### config.mk
export PLATFORM = sky130hd
export DESIGN_NAME = bin_core_responder
export DESIGN_NICKNAME = d
export VERILOG_FILES = /design/src/rtl/bin_core_responder.sv
export SDC_FILE = /design/constraint.sdc
export NUM_CORES = 1
export LEC_CHECK = 0
export CAP_MARGIN = 15
export CORE_MARGIN = 4
export CORE_UTILIZATION = 35
export DETAILED_ROUTE_END_ITERATION = 6
export SYNTH_ARGS = -nofsm -noshare
export SYNTH_HDL_FRONTEND = slang
export SYNTH_SLANG_ARGS = --single-unit
### constraint.sdc
create_clock -name clk -period 43.8 [get_ports clk]
set_input_delay 6.57 -clock clk [delete_from_list [all_inputs] [get_ports clk]]
set_output_delay 6.57 -clock clk [all_outputs]
set_load 0.02 [all_outputs]
### src/rtl/bin_core_responder.sv
// Core-side bin storage and one-clause-per-cycle scanner that answers bin_manager with sat/unsat/backtrack.
// Optional BIN_CORE_STATS_EN adds core_runs_o, a saturating count of done pulses.
module bin_core_responder #(
  parameter int NUM_CLAUSES_A_BIN = 8,
  parameter int NUM_VARS_A_BIN    = 8,
  parameter int NUM_LVLS_A_BIN    = 8,
  parameter int WIDTH_BIN_ID      = 15,
  parameter int WIDTH_LVL         = 16,
  parameter int WIDTH_VAR_STATES  = 19,
  parameter int WIDTH_LVL_STATES  = 16
) (
  input  logic                                       clk,
  input  logic                                       rst,
  input  logic                                       start_core_i,
  output logic                                       done_core_o,
  input  logic [WIDTH_BIN_ID-1:0]                    cur_bin_num_i,
  input  logic [WIDTH_LVL-1:0]                       cur_lvl_i,
  output logic [WIDTH_LVL-1:0]                       cur_lvl_o,
  output logic                                       local_sat_o,
  output logic                                       local_unsat_o,
  output logic [WIDTH_BIN_ID-1:0]                    bkt_bin_o,
  output logic [WIDTH_LVL-1:0]                       bkt_lvl_o,
  input  logic [NUM_CLAUSES_A_BIN-1:0]               wr_carray_i,
  input  logic [NUM_CLAUSES_A_BIN-1:0]               rd_carray_i,
  input  logic [NUM_VARS_A_BIN*2-1:0]                clause_i,
  output logic [NUM_VARS_A_BIN*2-1:0]                clause_o,
  input  logic [NUM_VARS_A_BIN-1:0]                  wr_var_states_i,
  input  logic [WIDTH_VAR_STATES*NUM_VARS_A_BIN-1:0] vars_states_i,
  output logic [WIDTH_VAR_STATES*NUM_VARS_A_BIN-1:0] vars_states_o,
  input  logic [NUM_LVLS_A_BIN-1:0]                  wr_lvl_states_i,
  input  logic [WIDTH_LVL_STATES*NUM_LVLS_A_BIN-1:0] lvl_states_i,
  output logic [WIDTH_LVL_STATES*NUM_LVLS_A_BIN-1:0] lvl_states_o,
`ifdef BIN_CORE_STATS_EN
  output logic [15:0]                                core_runs_o,
`endif
  input  logic                                       base_lvl_en_i,
  input  logic [WIDTH_LVL-1:0]                       base_lvl_i
);

  localparam int CW = NUM_VARS_A_BIN * 2;
  localparam int IW = (NUM_CLAUSES_A_BIN > 1) ? $clog2(NUM_CLAUSES_A_BIN) : 1;
  localparam int LW = WIDTH_VAR_STATES - 3;

  typedef enum logic [1:0] {IDLE, SCAN, DONE} state_t;

  state_t state;
  logic [NUM_CLAUSES_A_BIN-1:0][CW-1:0]             clauses;
  logic [NUM_VARS_A_BIN-1:0][WIDTH_VAR_STATES-1:0]  var_st;
  logic [NUM_LVLS_A_BIN-1:0][WIDTH_LVL_STATES-1:0]  lvl_st;
  logic [WIDTH_LVL-1:0]                             base_lvl;
  logic [WIDTH_BIN_ID-1:0]                          bin_q;
  logic [IW-1:0]                                    idx;
  logic                                             all_sat;

  logic [CW-1:0]        row;
  logic [1:0]           lit;
  logic [1:0]           val;
  logic [LW-1:0]        lv;
  logic                 row_true;
  logic                 row_open;
  logic                 row_present;
  logic                 row_sat;
  logic                 conflict;
  logic [WIDTH_LVL-1:0] max_lvl;
  logic [WIDTH_LVL-1:0] bkt_cand;

  always_comb begin
    clause_o = '0;
    for (int r = 0; r < NUM_CLAUSES_A_BIN; r++)
      if (rd_carray_i[r]) clause_o = clause_o | clauses[r];
  end

  assign vars_states_o = var_st;
  assign lvl_states_o  = lvl_st;

  // Storage is frozen while a scan is in flight so the scanned bin stays consistent.
  always_ff @(posedge clk or posedge rst) begin
    if (rst) begin
      clauses  <= '0;
      var_st   <= '0;
      lvl_st   <= '0;
      base_lvl <= '0;
    end else if (state != SCAN) begin
      for (int r = 0; r < NUM_CLAUSES_A_BIN; r++)
        if (wr_carray_i[r]) clauses[r] <= clause_i;
      for (int v = 0; v < NUM_VARS_A_BIN; v++)
        if (wr_var_states_i[v]) var_st[v] <= vars_states_i[v*WIDTH_VAR_STATES +: WIDTH_VAR_STATES];
      for (int l = 0; l < NUM_LVLS_A_BIN; l++)
        if (wr_lvl_states_i[l]) lvl_st[l] <= lvl_states_i[l*WIDTH_LVL_STATES +: WIDTH_LVL_STATES];
      if (base_lvl_en_i) base_lvl <= base_lvl_i;
    end
  end

  always_comb begin
    row         = clauses[idx];
    lit         = '0;
    val         = '0;
    lv          = '0;
    row_true    = 1'b0;
    row_open    = 1'b0;
    row_present = 1'b0;
    max_lvl     = '0;
    for (int i = 0; i < NUM_VARS_A_BIN; i++) begin
      lit = row[2*i +: 2];
      val = var_st[i][1:0];
      lv  = var_st[i][WIDTH_VAR_STATES-1:3];
      if (lit != 2'b00) begin
        row_present = 1'b1;
        if (WIDTH_LVL'(lv) > max_lvl) max_lvl = WIDTH_LVL'(lv);
        if (val == 2'b00) row_open = 1'b1;
        else if ((lit == 2'b10 && val == 2'b10) || (lit == 2'b01 && val == 2'b01)) row_true = 1'b1;
      end
    end
    row_sat  = row_true || !row_present;
    conflict = !row_sat && !row_open;
    bkt_cand = (max_lvl == '0) ? '0 : max_lvl - 1'b1;
    if (base_lvl > bkt_cand) bkt_cand = base_lvl;
  end

  always_ff @(posedge clk or posedge rst) begin
    if (rst) begin
      state         <= IDLE;
      done_core_o   <= 1'b0;
      cur_lvl_o     <= '0;
      local_sat_o   <= 1'b0;
      local_unsat_o <= 1'b0;
      bkt_bin_o     <= '0;
      bkt_lvl_o     <= '0;
      bin_q         <= '0;
      idx           <= '0;
      all_sat       <= 1'b0;
    end else begin
      case (state)
        IDLE: begin
          done_core_o <= 1'b0;
          if (start_core_i) begin
            bin_q         <= cur_bin_num_i;
            cur_lvl_o     <= cur_lvl_i;
            idx           <= '0;
            all_sat       <= 1'b1;
            local_sat_o   <= 1'b0;
            local_unsat_o <= 1'b0;
            bkt_bin_o     <= '0;
            bkt_lvl_o     <= '0;
            state         <= SCAN;
          end
        end
        SCAN: begin
          if (conflict) begin
            local_unsat_o <= 1'b1;
            bkt_bin_o     <= bin_q;
            bkt_lvl_o     <= bkt_cand;
            done_core_o   <= 1'b1;
            state         <= DONE;
          end else if (idx == IW'(NUM_CLAUSES_A_BIN - 1)) begin
            local_sat_o <= all_sat & row_sat;
            done_core_o <= 1'b1;
            state       <= DONE;
          end else begin
            all_sat <= all_sat & row_sat;
            idx     <= idx + 1'b1;
          end
        end
        DONE: begin
          done_core_o <= 1'b0;
          state       <= IDLE;
        end
        default: begin
          done_core_o <= 1'b0;
          state       <= IDLE;
        end
      endcase
    end
  end

`ifdef BIN_CORE_STATS_EN
  always_ff @(posedge clk or posedge rst) begin
    if (rst) core_runs_o <= '0;
    else if (done_core_o && core_runs_o != 16'hFFFF) core_runs_o <= core_runs_o + 16'd1;
  end
`endif

endmodule

==> results.sh <==
export IMPL_seqCellArea_mm2=0.0124
export IMPL_drt_iter0_drc=1418
export IMPL_synth_edff_count=0
export IMPL_die_area_mm2=0.0795
export IMPL_synth_top_area_frac=0.472
export IMPL_crit_path_end="bkt_lvl_o[4]$_DFFE_PP0P_"
export IMPL_grt_pass1_vias=22733
export IMPL_ios=725
export IMPL_cts_buffers=56
export IMPL_clock_latency_ns=0.65
export IMPL_slew_headroom=0.242
export IMPL_cts_max_path_buffers=3
export IMPL_dr_pass1_iters=7
export IMPL_period_needed_ns=24.94
export IMPL_cts_hold_buffers=0
export IMPL_synthToLayoutAreaGrowth_pct=38.6
export IMPL_grt_use_total=0.248
export IMPL_core_area_mm2=0.0744
export IMPL_syn_inst=2308
export IMPL_cts_sinks=495
export IMPL_crit_path_max_fanout=37
export IMPL_cts_tree="built"
export IMPL_maxCapViolations=0
export IMPL_endpoint_kind="register"
export IMPL_max_freq_mhz=40.1
export IMPL_ys_ff_latch=495
export IMPL_cp_num_buf_inv=12
export IMPL_synthArstFlopShare=1.00
export IMPL_cts_resized=0
export IMPL_hold_path_class="reg2reg"
export IMPL_final_common_cell="clkdlybuf4s50_1"
export IMPL_synth_area_leaders="dfrtp_1 (47%), mux2_2 (19%), ha_1 (5.7%)"
export IMPL_syn_area_per_cell_um2=11.4
export IMPL_antenna_left=0
export IMPL_fin_skew_ns=0.0634
export IMPL_htreeDepth=2
export IMPL_worst_pin_slew_ns=1.13
export IMPL_post_cts_setup_buffers=0
export IMPL_synthesis_nets=2807
export IMPL_cp_top_family="compound AO/OA/AOI/OAI gates"
export IMPL_instances_no_fill=4030
export IMPL_cp_depth=120
export IMPL_cp_start_kind="register"
export IMPL_antenna_found_initial=19
export IMPL_reg2reg_from="idx[2]$_DFFE_PP0P_"
export IMPL_drcViolationCount=0
export IMPL_rrSetupSlack_ns=18.86
export IMPL_hold_viol_final=0
export IMPL_finalNetCount=3511
export IMPL_initial_utilization=0.353
export IMPL_dp_cells=3922
export IMPL_critPathMaxStageDelay_ns=0.82
export IMPL_cp_required_ns=44.31
export IMPL_die_w_um=282
export IMPL_critical_path_arrival_ns=25.45
export IMPL_wire_per_inst_um=25.4
export IMPL_crit_start="idx[2]$_DFFE_PP0P_"
export IMPL_gp_congestion=0.905
export IMPL_hpwlAfterDp_um=79000
export IMPL_syn_area_mm2=0.0263
export IMPL_multiInputGateArea_mm2=0.0131
export IMPL_vias_per_cell=5.41
export IMPL_ys_warn_count=0
export IMPL_clk_pin_slew_ns=0.06
export IMPL_die_y_um=282
export IMPL_slowest_stage="or3_1"
export IMPL_grt_overflow=0
export IMPL_final_cell_mix="clkdlybuf4s50_1 (724), dfrtp_1 (494), mux2_2 (437)"
export IMPL_grt_max_degree=155
export IMPL_post_route_period_util=0.569
export IMPL_drv_slew=0
export IMPL_critPathKind="reg2reg"
export IMPL_num_rows=100
export IMPL_r2r_end="bkt_lvl_o[4]$_DFFE_PP0P_"
export IMPL_finalSetupViolations=0
export IMPL_synth_largest_area_cell="dfrtp_1"
export IMPL_num_vias=21794
export IMPL_layout_drive_gt1_share=0.198
export IMPL_reg2regPathDepth=120
export IMPL_cts_root_buf="clkbuf_16"
export IMPL_grt_pass1_wl_um=148000
export IMPL_rsz0062_at_grt="no"
export IMPL_drt_total_wl_um=102000
export IMPL_synth_flop_cell="dfrtp_1"
export IMPL_status="finished clean"
export IMPL_finalSetupTns_ns=0
export IMPL_nFillCells=6744
export IMPL_portBuffers=724
export IMPL_ys_types=90
export IMPL_ys_seq_area_frac=0.472
## metal layers
layer	part of all wire	GRT usage	up-vias	wire, um
met5	0.00084	0	-	86
met4	0.025	0.0637	12	2600
met3	0.081	0.0618	150	8250
met2	0.47	0.396	820	47600
met1	0.43	0.339	11000	43800
li1	-	-	9812	-
## registers in the layout (all words and copies together) (netlist names)
name / cells
vars_states_o: 152
clauses: 128
lvl_states_o: 128
base_lvl: 16
bkt_lvl_o: 16
cur_lvl_o: 16
bin_q: 15
bkt_bin_o: 15
idx: 3
state: 2
all_sat: 1
done_core_o: 1
local_sat_o: 1
local_unsat_o: 1
## per-stage QoR
step | cell area (um^2) | setup WS (ns) | hold WS (ns) | util
final | 36400 | 18.86 | 0.466 | 0.489
after global routing | 36400 | 16.23 | 0.485 | 0.489
after CTS | 36400 | 19.07 | 0.468 | 0.488
after detailed placement | 34500 | 19.17 | 0.456 | 0.464
after global placement | 34500 | 20.11 | 0.449 | 0.464
after floorplan | 26300 | 22.49 | 0.439 | -
## cell families after synthesis
kind of cell,after synthesis,synth area share
DFF,495,0.472
muxes,503,0.230
and+or+nand+nor,588,0.105
adders and majority gates,123,0.0584
AOI/OAI and AO/OA,376,0.0965
buffers and inverters,194,0.0290
xor gates and xnor gates,29,0.00967
## worst min path at each step
| stage | endpoint | slack, ns | startpoint | depth (start not counted) |
|---|---|---|---|---|
| 6_report | bkt_bin_o[12]$_DFFE_PP0P_ | 0.47 | bin_q[12]$_DFFE_PP0P_ | 2 |
| 5_1_grt | bkt_bin_o[12]$_DFFE_PP0P_ | 0.49 | bin_q[12]$_DFFE_PP0P_ | 2 |
| 4_1_cts | bkt_bin_o[12]$_DFFE_PP0P_ | 0.47 | bin_q[12]$_DFFE_PP0P_ | 2 |
| 3_5_place_dp | bkt_bin_o[12]$_DFFE_PP0P_ | 0.46 | bin_q[12]$_DFFE_PP0P_ | 2 |
| 3_3_place_gp | bkt_bin_o[5]$_DFFE_PP0P_ | 0.45 | bin_q[5]$_DFFE_PP0P_ | 2 |
| 2_1_floorplan | bkt_bin_o[0]$_DFFE_PP0P_ | 0.44 | bin_q[0]$_DFFE_PP0P_ | 2 |
## layout make-up
class	count	share of cell area
clock buffer	82	0.0439
multi-input combinational	1619	0.361
timing repair buffer	746	0.205
inverter	94	0.00990
clock inverter	18	0.00657
sequential	495	0.340
antenna	7	0.000481
tap	969	0.0333
## cells in the mapped netlist, types with 11 or more instances
library cell	number
a22oi_1	70
nor3_1	30
nand4_1	47
clkbuf_1	82
nor2_1	88
a21oi_1	89
mux2i_1	28
a21o_1	30
or3_1	11
nand3_1	41
xnor2_1	20
a22o_1	12
ha_1	120
nor2b_1	18
inv_1	94
o21ai_0	83
dfrtp_1	495
mux2_2	437
nand2b_1	22
nand2_1	267
mux4_2	35
## tightest hold or removal path, cell delays in order, from the launching register on
cell and delay [ns]:
dfrtp_1 0.34, nand2_1 0.05, nand2_1 0.05
Power is left out: the tool's default activity adds up to more than one toggle a clock period on the data nets, which glitch-free logic cannot reach.
